$ cat src/rtl/openrigil_reset_sequencer.sv
// Board/software/watchdog reset sequencer: synchronises and debounces the pin, holds reset, then releases domains in a staggered order.
// Latency: outputs are registered; a source seen on one edge asserts all domains on the next. No backpressure; all ports are levels or single-cycle pulses.
module openrigil_reset_sequencer #(
  parameter int SYNC_STAGES     = 2,
  parameter int DEBOUNCE_CYCLES = 4,
  parameter int HOLD_CYCLES     = 8,
  parameter int NUM_DOMAINS     = 3,
  parameter int STAGGER_CYCLES  = 4
) (
  input  logic                   clock,
  input  logic                   reset,
  input  logic                   nreset_pin,
  input  logic                   sw_reset_req,
  input  logic                   wdt_expire,
  output logic [NUM_DOMAINS-1:0] rst_out,
  output logic                   rst_active,
  output logic [1:0]             rst_cause,
  output logic [7:0]             reset_count
);

  localparam int DB_W   = $clog2(65535 + 1);
  localparam int HOLD_W = $clog2(65535 + 1);
  localparam int STG_W  = $clog2(255 + 1);

  localparam logic [1:0] ST_ASSERT  = 2'd0;
  localparam logic [1:0] ST_RELEASE = 2'd1;
  localparam logic [1:0] ST_RUN     = 2'd2;

  localparam logic [1:0] CAUSE_POR = 2'b00;
  localparam logic [1:0] CAUSE_PIN = 2'b01;
  localparam logic [1:0] CAUSE_SW  = 2'b10;
  localparam logic [1:0] CAUSE_WDT = 2'b11;

  logic [SYNC_STAGES-1:0] sync_q, sync_d;
  logic                   deb_q, deb_d;
  logic [DB_W-1:0]        deb_cnt_q, deb_cnt_d, deb_cnt_inc;
  logic [1:0]             state_q, state_d;
  logic [HOLD_W-1:0]      hold_cnt_q, hold_cnt_d;
  logic [STG_W-1:0]       stg_cnt_q, stg_cnt_d;
  logic [NUM_DOMAINS-1:0] rst_out_q, rst_out_d, rst_shift;
  logic                   rst_active_q, rst_active_d;
  logic [1:0]             rst_cause_q, rst_cause_d, cause_sel;
  logic [7:0]             reset_count_q, reset_count_d;
  logic                   pin_sample, pin_req, src;

  // Pin synchroniser and debouncer
  always_comb begin
    sync_d      = {sync_q[SYNC_STAGES-2:0], nreset_pin};
    pin_sample  = sync_q[SYNC_STAGES-1];
    deb_cnt_inc = deb_cnt_q + DB_W'(1);
    deb_d       = deb_q;
    deb_cnt_d   = '0;
    if (pin_sample != deb_q) begin
      if (deb_cnt_inc == DB_W'(DEBOUNCE_CYCLES)) begin
        deb_d     = pin_sample;
        deb_cnt_d = '0;
      end else begin
        deb_cnt_d = deb_cnt_inc;
      end
    end
  end

  assign pin_req   = ~deb_q;
  assign src       = pin_req | sw_reset_req | wdt_expire;
  assign cause_sel = pin_req ? CAUSE_PIN : (wdt_expire ? CAUSE_WDT : CAUSE_SW);
  // Domains release low bit first, so each release step is a left shift of the mask.
  assign rst_shift = rst_out_q << 1;

  always_comb begin
    state_d       = state_q;
    rst_out_d     = rst_out_q;
    hold_cnt_d    = hold_cnt_q;
    stg_cnt_d     = stg_cnt_q;
    rst_cause_d   = rst_cause_q;
    reset_count_d = reset_count_q;
    case (state_q)
      ST_ASSERT: begin
        rst_out_d = '1;
        stg_cnt_d = '0;
        if (src) begin
          hold_cnt_d = '0;
        end else if (hold_cnt_q == HOLD_W'(HOLD_CYCLES - 1)) begin
          hold_cnt_d = '0;
          rst_out_d  = {NUM_DOMAINS{1'b1}} << 1;
          state_d    = (NUM_DOMAINS == 1) ? ST_RUN : ST_RELEASE;
        end else begin
          hold_cnt_d = hold_cnt_q + HOLD_W'(1);
        end
      end
      ST_RELEASE, ST_RUN: begin
        if (src) begin
          state_d     = ST_ASSERT;
          rst_out_d   = '1;
          hold_cnt_d  = '0;
          stg_cnt_d   = '0;
          rst_cause_d = cause_sel;
          if (reset_count_q != 8'hFF) reset_count_d = reset_count_q + 8'd1;
        end else if (state_q == ST_RELEASE) begin
          if (stg_cnt_q == STG_W'(STAGGER_CYCLES - 1)) begin
            stg_cnt_d = '0;
            rst_out_d = rst_shift;
            if (rst_shift == '0) state_d = ST_RUN;
          end else begin
            stg_cnt_d = stg_cnt_q + STG_W'(1);
          end
        end
      end
      default: begin
        state_d    = ST_ASSERT;
        rst_out_d  = '1;
        hold_cnt_d = '0;
        stg_cnt_d  = '0;
      end
    endcase
  end

  assign rst_active_d = (state_d != ST_RUN);

  always_ff @(posedge clock) begin
    if (reset) begin
      sync_q        <= '1;
      deb_q         <= 1'b1;
      deb_cnt_q     <= '0;
      state_q       <= ST_ASSERT;
      hold_cnt_q    <= '0;
      stg_cnt_q     <= '0;
      rst_out_q     <= '1;
      rst_active_q  <= 1'b1;
      rst_cause_q   <= CAUSE_POR;
      reset_count_q <= '0;
    end else begin
      sync_q        <= sync_d;
      deb_q         <= deb_d;
      deb_cnt_q     <= deb_cnt_d;
      state_q       <= state_d;
      hold_cnt_q    <= hold_cnt_d;
      stg_cnt_q     <= stg_cnt_d;
      rst_out_q     <= rst_out_d;
      rst_active_q  <= rst_active_d;
      rst_cause_q   <= rst_cause_d;
      reset_count_q <= reset_count_d;
    end
  end

  assign rst_out     = rst_out_q;
  assign rst_active  = rst_active_q;
  assign rst_cause   = rst_cause_q;
  assign reset_count = reset_count_q;

endmodule

$ cat config.mk
export PLATFORM = sky130hd
export DESIGN_NAME = openrigil_reset_sequencer
export DESIGN_NICKNAME = d
export VERILOG_FILES = /design/src/rtl/openrigil_reset_sequencer.sv
export SDC_FILE = /design/constraint.sdc
export NUM_CORES = 1
export LEC_CHECK = 0
export BUFFER_PORTS_ARGS = -buffer_cell sky130_fd_sc_hd__buf_2
export CAP_MARGIN = 20
export CORE_UTILIZATION = 35
export CTS_CLUSTER_SIZE = 16
export DETAILED_ROUTE_END_ITERATION = 10
export SLEW_MARGIN = 20
export SYNTH_ARGS = -nofsm -noshare
export SYNTH_HDL_FRONTEND = slang
export SYNTH_SLANG_ARGS = --single-unit
$ cat constraint.sdc
create_clock -name clock -period 5.7 [get_ports clock]
set_clock_uncertainty 0.15 [all_clocks]
set_input_delay 1.71 -clock clock [delete_from_list [all_inputs] [get_ports clock]]
set_output_delay 1.71 -clock clock [all_outputs]
set_load 0.02 [all_outputs]
==> qor.tcl <==
set qor(place_congestion) 0.8398
set qor(detail_route.drc_violations) 0
set qor(antenna_found_initial) 0
set qor(detail_route.wirelength.met1_um) 2908
set qor(max_cap_violations) 0
set qor(die-area_mm2) 0.008581
set qor(number_of_enable_flip_flop_cells_after_synthesis) 0
set qor(r2r.worst_path.cells) 6
set qor(post_drt_via_cell_ratio) 5.033
set qor(yosys_warnings) 0
set qor(setup.worst_path.start) {sw_reset_req}
set qor(syn-mean-instance-area_um2) 8.634
set qor(tritoncts.num_buffers) 9
set qor(row_count) 32
set qor(final_layout_size_suffix_gt1_frac) 0.1299
set qor(cp-start-kind) {primary input}
set qor(cp_data_arrival_time_ns) 3.42
set qor(wl_met2_um) 2456
set qor(routed_wire_length_per_instance_um) 12.37
set qor(power.leakage_uw) 0.001120
set qor(multi_input_comb_area_mm2) 0.001603
set qor(first_global_vias) 2037
set qor(dp.final_hpwl_um) 4000
set qor(netlist-cell-type-count) 55
set qor(min_delay_worst_endpoint) {sync_q[1]$_SDFF_PP1_}
set qor(total_power_uw) 803.5
set qor(rsz_0062_raised_after_global_routing) {false}
set qor(io_buffers) 18
set qor(timing.final.hold_violations) 0
set qor(outcome) {finished, final reports clean}
set qor(grtUsageTotal) 0.1416
set qor(synth_commonest_cells) {59 x sky130_fd_sc_hd__dfxtp_1, 59 x sky130_fd_sc_hd__nor2_1, 20 x sky130_fd_sc_hd__nand2_1, 20 x sky130_fd_sc_hd__xnor2_1, 19 x sky130_fd_sc_hd__xor2_1}
set qor(cts_max_level) 3
set qor(timing.hold.worst.start) {sync_q[0]$_SDFF_PP1_}
set qor(start_util) 0.3664
set qor(setup_viol) 0
set qor(nFillCells) 845
set qor(postSynthNetCount) 346
set qor(postLayoutCellArea_mm2) 0.003233
set qor(worst_ir_drop_vdd_mv) 0.1313
set qor(drtPass1Iterations) 4
set qor(period_minus_slack_ns) 3.343
set qor(yosys-top-cells-area) {sky130_fd_sc_hd__dfxtp_1 41%, sky130_fd_sc_hd__nor2_1 7.7%, sky130_fd_sc_hd__xnor2_1 6.1%}
set qor(flip_flop_and_latch_area_mm2) 0.001181
set qor(instance_area_at_placement_mm2) 0.003039
set qor(setup.worst_path.class) {in -> reg}
set qor(count_of_nets_left_with_antenna_violations_after_detail_routing) 0
set qor(num_antenna_cells) 0
set qor(ys_ff_latch) 59
set qor(synthToLayoutAreaGrowth_pct) 12.45
set qor(final_max_slew_viol_count) 0
set qor(critPathRequiredTime_ns) 5.77
set qor(worst_pin_slew_ns) 0.5844
set qor(worst-r2r-setup-slack_ns) 2.91
set qor(clk_root_buffer_cell) {sky130_fd_sc_hd__clkbuf_8}
set qor(detailroute.via_count) 2295
set qor(die_h_um) 92.64
set qor(top_level_port_count) 19
set qor(routed.top_layer) {met4}
set qor(layout_worst_path_cycle_share) 0.5865
set qor(layout.nets) 363
set qor(cts_sinks) 59
set qor(post_cts_hold_buffer_count) 0
set qor(ys.flop_type) {sky130_fd_sc_hd__dfxtp_1}
set qor(cts_setup_buffers) 0
set qor(detail_route.iter0.violations) 86
set qor(fmax_ghz) 0.2991
set qor(crit_path_max_fanout) 12
set qor(setup_tns_ns) 0
set qor(clock_tree_from_tritoncts) {done}
set qor(regToRegStartpoint) {state_q[0]$_SDFF_PP0_}
set qor(grt_first_pass_wirelength_um) 9522
set qor(drt-total-wl_um) 5642
set qor(clockBufferDepth) 2
set qor(synth.yosys.seq_area_share) 0.4108
set qor(capturing_point_of_the_worst_reg2reg_path) {rst_out[1]$_SDFFE_PP1P_}
set qor(synthesis.area_mm2) 0.002875
set qor(power.density_mw_per_mm2) 248.5
set qor(hold_path.class) {reg -> reg}
set qor(grt_max_degree) 27
set qor(cts.clk_slew.worst_paths_ns) 0.06
set qor(detailroute.wirelength.met3_um) 188
set qor(clock_insertion_delay_worst_skew_ns) 0.33
set qor(max_slew_margin) 0.6068
set qor(yosysTopAreaCellShare) 0.4108
set qor(yosysTopAreaCell) {sky130_fd_sc_hd__dfxtp_1}
set qor(grt_overflow_total) 0
set qor(endpoint_kind) {flop}
set qor(cts.repair.resized) 0
set qor(hold_path_depth) 1
set qor(synth_cells) 333
set qor(core_mm2) 0.007848
set qor(postSynth.asyncResetShare) 0
set qor(die-width_um) 92.64
==> worst max-delay path, stage by stage <==
cell and delay [ns]:
sky130_fd_sc_hd__buf_2 0.11, sky130_fd_sc_hd__nand4bb_1 0.47, sky130_fd_sc_hd__nor2_1 0.51, sky130_fd_sc_hd__nand2_1 0.33, sky130_fd_sc_hd__a22o_1 0.28
==> routing by layer <==
layer / global-route usage / vias to the layer above
li1: - / 1204
met1: 0.1926 / 1048
met2: 0.2086 / 35
met3: 0.04187 / 8
met4: 0.05769 / 0
met5: 0 / -
==> logic make-up (layout without fill, tap and decap cells) <==
group	after synthesis	in the layout	share of synthesized area
simple gates	162	162	0.2972
xor+xnor	39	39	0.1188
compound gates	41	41	0.09965
mux	2	2	0.006963
flops	59	59	0.4108
buf+inv	22	43	0.03177
fa+ha+maj	8	8	0.03481
==> stage by stage <==
stage / hold WS, ns / worst slack (ns) / cells / util
after floorplan: 0.2395 / 2.575 / 333 / -
after global placement: 0.2438 / 2.053 / 441 / 0.3873
after detailed placement: 0.2423 / 1.999 / 441 / 0.3873
after CTS: 0.2577 / 2.350 / 456 / 0.4120
after global routing: 0.2703 / 2.178 / 456 / 0.4120
final: 0.2569 / 2.357 / 456 / 0.4120
==> worst max path at each step <==
stage / slack (ns) / end / cells past startpoint
floorplan: 2.57 / reset_count[5]$_SDFFE_PP0P_ / 6
global placement: 2.05 / rst_out[2]$_SDFFE_PP1P_ / 5
detailed placement: 2.00 / rst_out[1]$_SDFFE_PP1P_ / 5
CTS: 2.35 / rst_out[1]$_SDFFE_PP1P_ / 5
global route: 2.18 / rst_out[2]$_SDFFE_PP1P_ / 5
finish: 2.36 / rst_out[1]$_SDFFE_PP1P_ / 5
==> registers in the layout (all words and copies together) (netlist names) <==
register and count:
deb_cnt_q 16, deb_q 1, hold_cnt_q 16, reset_count 8
rst_active 1, rst_cause 2, rst_out 3, state_q 2
stg_cnt_q 8, sync_q 2
==> area by class of cell <==
cell class,instances,share of cell area
repair buffers,18,0.02786
inverters,10,0.01161
well taps,102,0.03947
clock inverters,2,0.01084
multi-input cells,252,0.4957
flip-flops and latches,59,0.3653
clock buffers,13,0.04915
==> cells in the final DEF (no fill, tap or decap), types with 4 or more instances in the layout <==
master and n:
sky130_fd_sc_hd__inv_1 10, sky130_fd_sc_hd__nor4_1 7, sky130_fd_sc_hd__nand2_1 20, sky130_fd_sc_hd__nor3_1 13
sky130_fd_sc_hd__nor2_1 59, sky130_fd_sc_hd__nand3_1 17, sky130_fd_sc_hd__buf_2 18, sky130_fd_sc_hd__a21oi_1 5
sky130_fd_sc_hd__dfxtp_1 59, sky130_fd_sc_hd__nand4_1 11, sky130_fd_sc_hd__xnor2_1 20, sky130_fd_sc_hd__ha_1 8
sky130_fd_sc_hd__a22o_1 4, sky130_fd_sc_hd__and3_1 5, sky130_fd_sc_hd__xor2_1 19, sky130_fd_sc_hd__clkbuf_8 11
sky130_fd_sc_hd__o21ai_0 14
==> power breakdown <==
part / switching (uW) / leakage, uW / total, uW / internal [uW]
Sequential: 1.12 / 0.000476 / 415 / 414
Combinational: 9.14 / 0.000545 / 13.6 / 4.42
Clock: 152 / 0.0000995 / 375 / 223
Note: power is estimated with default switching activity, not from simulation.
